**config.mk**
```make
export PLATFORM = sky130hd
export DESIGN_NAME = greater_share_arb
export DESIGN_NICKNAME = d
export VERILOG_FILES = /design/src/rtl/greater_share_arb.sv
export SDC_FILE = /design/constraint.sdc
export NUM_CORES = 1
export LEC_CHECK = 0
export CORE_ASPECT_RATIO = 0.5
export CORE_MARGIN = 2
export CORE_UTILIZATION = 39
export CTS_CLUSTER_DIAMETER = 60
export DETAILED_ROUTE_END_ITERATION = 8
export PLACE_DENSITY = 0.83
export REMOVE_ABC_BUFFERS = 1
export SLEW_MARGIN = 20
export SYNTH_ARGS = -nofsm -noshare
export SYNTH_HDL_FRONTEND = slang
export SYNTH_SLANG_ARGS = --single-unit
export TNS_END_PERCENT = 20
```
**constraint.sdc**
```tcl
create_clock -name clk -period 3.2 [get_ports clk]
set_input_delay 0.64 -clock clk [delete_from_list [all_inputs] [get_ports clk]]
set_output_delay 0.64 -clock clk [all_outputs]
set_load 0.03 [all_outputs]
```
**src/rtl/greater_share_arb.sv**
```systemverilog
// greater_share_arb: round-robin sequencer that time-shares one external
// unsigned "x > y" comparator among NUM_REQ requesters. A grant in cycle N
// registers the winner's operands onto cmp_x/cmp_y. The comparator result
// is captured at the end of cycle N+1 and is presented in cycle N+2 with a
// one-hot rsp_valid and a binary rsp_id.
//
// Handshake: req is a level held with stable operands until gnt pulses.
// gnt is the accept strobe. The issue stage never stalls, so there is no
// ready/backpressure toward the requesters. rsp_valid is a one-cycle strobe
// with no ready, so the requester must take the result in that cycle.
module greater_share_arb #(
    parameter int NUM_REQ = 4,
    parameter int WIDTH   = 7,
    parameter int ID_W    = 2
) (
    input  logic                     clk,
    input  logic                     rst,
    input  logic                     en,
    input  logic [NUM_REQ-1:0]       req,
    input  logic [NUM_REQ*WIDTH-1:0] x_in,
    input  logic [NUM_REQ*WIDTH-1:0] y_in,
    output logic [NUM_REQ-1:0]       gnt,
    output logic [WIDTH-1:0]         cmp_x,
    output logic [WIDTH-1:0]         cmp_y,
    input  logic                     cmp_x_grtr_y,
    output logic [NUM_REQ-1:0]       rsp_valid,
    output logic                     rsp_grtr,
    output logic [ID_W-1:0]          rsp_id
);

    localparam logic [ID_W-1:0] LAST_IDX = ID_W'(NUM_REQ - 1);

    logic [ID_W-1:0] ptr;
    logic [ID_W-1:0] cand;
    logic [ID_W-1:0] win_idx;
    logic [ID_W-1:0] ptr_next;
    logic            found;
    logic            grant;
    logic            iss_valid;
    logic [ID_W-1:0] iss_id;

    // Find the first asserted req, starting at ptr and wrapping modulo NUM_REQ.
    always_comb begin
        found   = 1'b0;
        win_idx = '0;
        cand    = ptr;
        for (int k = 0; k < NUM_REQ; k++) begin
            if (!found && req[cand]) begin
                found   = 1'b1;
                win_idx = cand;
            end
            cand = (cand == LAST_IDX) ? '0 : cand + 1'b1;
        end
    end

    // Qualify the winner with en, and keep gnt quiet while reset is held.
    // The winner's successor becomes the new head of the search.
    always_comb begin
        grant    = en && found && !rst;
        ptr_next = (win_idx == LAST_IDX) ? '0 : win_idx + 1'b1;
        gnt      = '0;
        if (grant) begin
            gnt[win_idx] = 1'b1;
        end
    end

    // Issue stage: register the winner's operands, its id, and the new pointer.
    always_ff @(posedge clk or posedge rst) begin
        if (rst) begin
            cmp_x     <= '0;
            cmp_y     <= '0;
            iss_valid <= 1'b0;
            iss_id    <= '0;
            ptr       <= '0;
        end else begin
            iss_valid <= grant;
            if (grant) begin
                cmp_x  <= x_in[win_idx*WIDTH +: WIDTH];
                cmp_y  <= y_in[win_idx*WIDTH +: WIDTH];
                iss_id <= win_idx;
                ptr    <= ptr_next;
            end
        end
    end

    // Response stage: capture the comparator result and route it to the issuer.
    always_ff @(posedge clk or posedge rst) begin
        if (rst) begin
            rsp_valid <= '0;
            rsp_grtr  <= 1'b0;
            rsp_id    <= '0;
        end else begin
            rsp_valid <= '0;
            if (iss_valid) begin
                rsp_valid[iss_id] <= 1'b1;
                rsp_grtr          <= cmp_x_grtr_y;
                rsp_id            <= iss_id;
            end
        end
    end

endmodule

```
**Word level (Yosys, flattened, before mapping)**

Cells that the tools add are included.

- Add/subtract/negate cells: 4
- $mul: 1
- Order comparisons: 8
- Equality and inequality tests: 4
- Shift-type cells: 2
- Muxes and demuxes: 26
- Reduce and logical (&&, ||, !) cells: 11

Operators by type and width:

| operator | count |
|---|---|
| variable part select 28 x 6 -> 7 bit | 2 |
| < comparator 2 x 3 -> 1 bit, second input constant | 6 |
| 2-to-1 mux 2 bit | 8 |
| 2-to-1 mux 1 bit | 10 |
| adder 2 x 1 -> 2 bit, second input constant | 4 |
| binary-select mux 1 bit (select 2 bit) | 4 |
| equality test 2 bit, second input constant | 4 |
| 2-to-1 mux 4 bit | 2 |
| logical AND 1 bit | 7 |
| multiplier 2 x 3 -> 5 bit, second input constant | 1 |
| demux 1 bit (select 2 bit) | 2 |
| >= comparator 2 x 1 -> 1 bit, second input constant | 2 |
| zero test 1 bit | 4 |

- Register bits: 26
- Input bits: 64
- Output and inout bits: 25
- Logic and storage cells: 64

**Depth between registers and ports, before layout**

- Word-level depth: 17
- Gate-level depth with buffers: 8
- Mapped depth without buffers: 8

**Worst setup path before layout**

Ideal clock, no wire load.

- Path kind: register -> output
- Start: reg ptr[1]
- End: out gnt[0]
- Arrival: 2.445 ns
- Slack: 0.115 ns
- Stages on the path, launching flop included: 8
- Cell sequence: dfrtp_1 ha_1 or4b_4 o211ai_2 o31ai_2 a211o_4 buf_6 nor2_1

- Longest elaborated chain between the ends: 17

Ends and longest elaborated chain:

| item | line | RTL |
|---|---|---|
| start: declaration | 33 | `logic [ID_W-1:0] ptr;` |
| start signal: assignment | 81 | `ptr <= ptr_next;` |
| branches (longest 16 deep; another with < comparator 2 x 3 -> 1 bit) | n/a |  |
| 2-to-1 mux 4 bit * | 62 | `if (grant) begin` |
| end: declaration | 22 | `output logic [NUM_REQ-1:0] gnt,` |

Mark *: on every way between the ends. The select of a mux whose other input is x is not followed.

**Worst setup path in the final report**

- Start: in req[1]
- End: out gnt[3]

- Longest elaborated chain between the ends: 17

Ends and longest elaborated chain:

| item | line | RTL |
|---|---|---|
| start: declaration | 19 | `input logic [NUM_REQ-1:0] req,` |
| binary-select mux 1 bit (select 2 bit) | 48 | `if (!found && req[cand]) begin` |
| 2-to-1 mux 1 bit (implied by the code) | 48 |  |
| 2-to-1 mux 1 bit | 48 |  |
| zero test 1 bit | 48 |  |
| logical AND 1 bit | 48 |  |
| 2-to-1 mux 1 bit | 48 |  |
| zero test 1 bit | 48 |  |
| logical AND 1 bit | 48 |  |
| 2-to-1 mux 1 bit | 48 |  |
| zero test 1 bit | 48 |  |
| logical AND 1 bit | 48 |  |
| 2-to-1 mux 2 bit | 48 |  |
| < comparator 2 x 3 -> 1 bit (implied by the code) / >= comparator 2 x 1 -> 1 bit (equally long branches) | 63 | `gnt[win_idx] = 1'b1;` |
| logical AND 1 bit (implied by the code) | 63 |  |
| 2-to-1 mux 1 bit (implied by the code) | 63 |  |
| demux 1 bit (select 2 bit) | 63 |  |
| 2-to-1 mux 4 bit * | 62 |  |

Mark *: on every way between the ends. The rest lies on a longest branch, timed or not. The select of a mux whose other input is x is not followed.

==> run summary <==
The total standard cell area after synthesis came out at 1680 um2. Entering global routing, the biggest net connects 27 pins. On the worst path, the slowest cell contributes a delay of 0.54 ns. The number of top-level pins is 89. The number of instances in the synthesized netlist came out at 152.

The chip width came out at 96.8 um. The slowest stage of the critical path belongs to the cell clkdlybuf4s50_1. The number of levels in the clock H-tree came out at 1. The count of yosys warnings during synthesis came out at 0. The die covers 4880 um2.

The TritonCTS buffer count is 3. The critical path startpoint category is an input pin. The buffer cell driving the clock tree root is clkbuf_8.

Port buffering added 88 buffers. Synthesis instantiated 41 different standard cells from the library. In the finished design, the share of the clock period the worst path needs comes to 99.3%. The total power density per cell area came out at 913 nW/um2. The top cell types in the final layout, fill and taps aside, are clkdlybuf4s50_1 (81), mux2i_1 (30), dfrtp_1 (25), o21ai_0 (18), buf_4 (17). The remaining max-slew budget at the tightest pin came out at 67.9%. The area growth from synthesis to layout came out at 63.1%. TritonCTS built the clock tree. The longest clock path from root to sink contains 2 buffers. The share of async-settable or async-resettable flops after synthesis is 100%. The top cell type's share of synthesized area is 38.7%. The count of nets left with antenna violations once routing finished came out at 0. The signal arrival time at the worst endpoint is 2.54 ns. Walking the worst path, the cells encountered are clkdlybuf4s50_1 -> inv_1 -> a221o_1 -> a211oi_4 -> ha_1 -> and3_1 -> buf_4. The setup violation total in the final timing report is 0. Once placement completed, the tool counted placed cells totaling 299. The data required time at the worst endpoint is 2.56 ns. The count of final hold-check violations is 0.

The worst clock skew came out at 0.00379 ns. The critical path class is input pin to output pin. In the routed layout, each cell is associated on average with a via count of 5.41. The post-route netlist has 16.0% of its cells at a drive strength greater than 1. The final setup TNS is 0 ns.

The static leakage power came out at 1.19 nW. Summed over all layers, the global routing overflow is 0. The total iterations of the first detailed-routing run came out at 4. The number of pins with negative max-slew slack in the final report came out at 0. The number of fillers in the final layout came out at 298. The reported max-cap violation count is 0. The area taken by flip-flops and latches came out at 652 um2. The aggregate global-route resource usage is 20.6%. The library cell used most frequently in the layout, excluding fill and tap cells, is clkdlybuf4s50_1.

Dividing the detail-routed wire length by the instance count gives 16.4 um. After synthesis, the cell types taking the most area are dfrtp_1 (39%), mux2i_1 (18%), o221ai_1 (7.3%), o21ai_0 (5.4%), mux2_2 (3.4%). The number of diodes added for antenna fixing is 0. The area of the multi-input gates came out at 947 um2. Buffers inserted to repair hold after CTS numbered 0. The floorplan has 16 rows. The path class of the tightest hold or removal check is flip-flop to flip-flop. Across all layers, the routed design uses 1644 vias. The routed design has 4.99 mm of wire. The initial antenna violation count is 0. The final weighted congestion in routability-driven placement is 0.949. The latest clock arrival within the worst-skew pair came out at 0.28 ns. Measured along the y axis, the die boundary spans 50.4 um.

The primary flip-flop cell chosen by synthesis mapping is dfrtp_1. In this run the standard cell core region covers 4020 um2. The pin slew with the least headroom to its limit is 0.477 ns. The highest clock frequency the design can meet came out at 315 MHz.

The final layout net count came out at 317. The flow ran to the end, and the final reports show no timing, DRC or antenna violations. The number of design rule violations left after detail routing came out at 0. A synthesized cell averages 11.1 um2. The violation count after the first detailed-routing iteration came out at 61. The number of enable-type register cells in the synthesized netlist came out at 0. The kind of end point of the critical path is an output pin. The global-route wire length before repair came out at 8.01 mm. The starting density of the core came out at 41.8%. The final cell count without fillers came out at 304. The post-synthesis sequential area ratio came out at 38.7%. The CTS clock-pin slew for the worst setup and hold paths came out at 0.09 ns. The worst path in the final design needs a cycle of 3.18 ns, including I/O delays and setup.

The number of global-route vias before repair came out at 1675. The worst-case IR drop observed on VDD is 537 uV. The largest fanout of any net on the critical path is 5. The most area-hungry cell type in the Yosys netlist is dfrtp_1. The setup check on the worst reg-to-reg path leaves a slack of 0.69 ns. The HPWL after detailed placement is 3.91 mm.

Counting flops and latches in the post-synthesis netlist gives 26. The number of clock sinks seen by CTS is 26.
## state kept, by name, indices dropped and copies added, names as in the netlist
name       count
iss_id         2
ptr            2
rsp_grtr       1
cmp_x          7
rsp_id         2
rsp_valid      4
cmp_y          7
iss_valid      1
## cells by family (layout without fill, tap and decap cells)
logic type	Yosys count	after routing	share of synthesized area [%]
compound gates	48	48	22.6
fa+ha+maj	2	2	1.49
buf+inv	13	111	5.66
flops	26	26	38.7
mux	35	35	21.2
simple gates	28	28	10.3
## report_power, final
part	switching [mW]	internal (mW)
Sequential	0.0911	0.463
Combinational	0.872	0.798
Clock	0.110	0.168
## worst max-delay path: cells and delay by family
| family | cells | cell delay, ns |
|---|---|---|
| buffers and inverters | 3 | 0.79 |
| adders and majority gates | 1 | 0.20 |
| AOI/OAI and AO/OA | 2 | 0.74 |
| and+or+nand+nor | 1 | 0.16 |
## synthesized netlist by cell type, types with 3 or more instances
cell      count
a21oi_1       4
buf_6         3
dfrtp_1      26
inv_1         5
mux2_2        5
mux2i_1      30
nor2_1        6
o21ai_0      18
o221ai_1     14
## through the flow
step / area, um2 / power (mW) / utilization (%) / setup slack (ns) / hold WS (ns)
final: 2740 / 2.50 / 68.1 / 0.0230 / 0.516
after global routing: 2740 / 2.65 / 68.1 / -0.0269 / 0.542
after CTS: 2720 / 2.48 / 67.7 / 0.00643 / 0.513
after detailed placement: 2640 / 2.16 / 65.6 / 0.00315 / 0.495
after global placement: 2640 / 2.13 / 65.6 / 0.0264 / 0.489
after floorplan: 1600 / 1.59 / - / -0.527 / 0.459
## worst paths after layout
check,from,end,cells after the start
worst max-delay path,req[1],gnt[3],7
worst min-delay path,iss_id[0]$_DFFE_PP0P_,rsp_valid[2]$_DFF_PP0_,1
worst max register to register,ptr[1]$_DFFE_PP0P_,cmp_y[2]$_DFFE_PP0P_,8
worst min register to register,iss_id[0]$_DFFE_PP0P_,rsp_valid[2]$_DFF_PP0_,1
max in group asynchronous,rst,ptr[1]$_DFFE_PP0P_,3
min in group asynchronous,rst,ptr[0]$_DFFE_PP0P_,3
## metal layers
metal | wire [um] | vias to the layer above | GRT usage, %
met1 | 2150 | 809 | 25.5
li1 | - | 790 | -
met5 | 0 | - | 0
met2 | 2650 | 36 | 38.2
met4 | 64 | 0 | 6.34
met3 | 119 | 9 | 2.51
## what timing repair did
item | in CTS | in global routing
endpoints found under the hold margin | 0 | 0
setup buffers | 0 | 1
gates resized for setup | 3 | 4
setup endpoints to repair | 3 | 4
pin swaps | 0 | 2
cloned | 0 | 0
## final cells by class
class / count / area share, %
Multi-Input combinational cell: 113 / 34.6
Clock buffer: 3 / 1.51
Sequential cell: 26 / 23.8
Clock inverter: 1 / 1.10
Inverter: 5 / 0.685
Timing Repair Buffer: 102 / 35.9
Tap cell: 54 / 2.47
Note: power is estimated with default switching activity, not from simulation.
==> RTL change, RTL diff (config.mk and constraints unchanged) <==
Make the reset (`rst`) synchronous in 2 clocked blocks.
--- a/src/rtl/greater_share_arb.sv
+++ b/src/rtl/greater_share_arb.sv
@@ -65,7 +65,7 @@
     end
 
     // Issue stage: register the winner's operands, its id, and the new pointer.
-    always_ff @(posedge clk or posedge rst) begin
+    always_ff @(posedge clk) begin
         if (rst) begin
             cmp_x     <= '0;
             cmp_y     <= '0;
@@ -84,7 +84,7 @@
     end
 
     // Response stage: capture the comparator result and route it to the issuer.
-    always_ff @(posedge clk or posedge rst) begin
+    always_ff @(posedge clk) begin
         if (rst) begin
             rsp_valid <= '0;
             rsp_grtr  <= 1'b0;
Behaviour: differs if rst is asserted again (counterexample within 4 cycles, from zero or initial values and one cycle with rst high); with rst held inactive, the same outputs for 10 cycles.
==> RTL change against the unedited design <==
- the flow now finishes with violations (negative setup slack)
- wire length grew 22%
- clock skew grew 0.0066 ns
- setup slack lost 0.071 ns
- core utilization grew 0.99 points
- synthesized area grew 10%
- sequential cell count is the same
- sequential share of layout area shrank 6.8 points
- total power shrank 1.5%
- clock power shrank 35%
- cell area grew 13%
- critical path type is now flip-flop to output port
- largest power group unchanged
==> RTL change: results (changes against the unedited design) <==
failing checks=negative setup slack; Hold Path Stages=2 (+1); synth top area cells=dfxtp_1 (28%), mux2i_1 (14%), o211ai_1 (11%); Setup TNS=-0.104 ns (-0.104 ns); hpwl dp=4.34 mm (+11%); status=complete, but fails checks; GR Layer Usage met2=0.407 (+0.0249); metal2 WL=3.19 mm (+20%); setup slack after layout=-0.0480 ns (-0.0710 ns); met3 WL=413 um (+250%); area of the multi-input gates=0.00125 mm2 (+32%); Net count, final=392 (+24%); # placed instances=378 (+26%); Setup Viol. Count Final=3 (+3); worst setup path start=ptr[0]$_SDFFE_PP0P_; comb_multi_in=164 (+45%); Signal inverters=4 (-1); Leakage=1.26 nW (+6.1%); GRT met3 Usage=0.0413 (+0.0163); sequential power share=0.184 (-0.038); number of gates resized after CTS=31 (+28); global-route wire length before repair=9.23 mm (+15%); register area share after synthesis=0.280 (-0.107); XOR/XNOR Fraction of Synth Area=0.00943 (+0.00943); Int Pwr=1.39 mW (-2.4%); CP arrival=2.61 ns (+0.07 ns); Data buffer area share=0.383 (+0.0241); vias in the first global route=2026 (+21%); Vias/cell=5.39 (-0.34%); peak supply drop=0.000341 V (-36%); Clock buffers and inverters, area share=0.0133 (-0.0127); bufs w/o clock=127 (+25%); RePlAce Congestion=0.968 (+2.1%)
[RTL change: path summary, 6_finish.rpt]
kind                                         endpoint  slack, ns
worst max-delay path                           gnt[3]      -0.05
worst min-delay path            cmp_y[5]$_SDFFE_PP0P_       0.48
worst max register to register  cmp_y[6]$_SDFFE_PP0P_       0.51
worst min register to register  cmp_y[5]$_SDFFE_PP0P_       0.48
[RTL change: critical path, stage by stage, from the launching register on]
cell	delay [ns]
dfxtp_4	0.37
ha_4	0.31
mux4_2	0.38
buf_6	0.15
or4_1	0.52
o21a_2	0.17
inv_4	0.08
ha_4	0.12
and2_4	0.13
buf_6	0.12
[RTL change: metrics by stage]
stage          area (um2)  setup WS, ns   util
6_report             3100       -0.0480  0.691
5_1_grt              3100        -0.155  0.691
2_1_floorplan        1710        -0.759      -
3_5_place_dp         2890        -0.433  0.643
3_3_place_gp         2890        -0.322  0.643
4_1_cts              3040       -0.0667  0.677
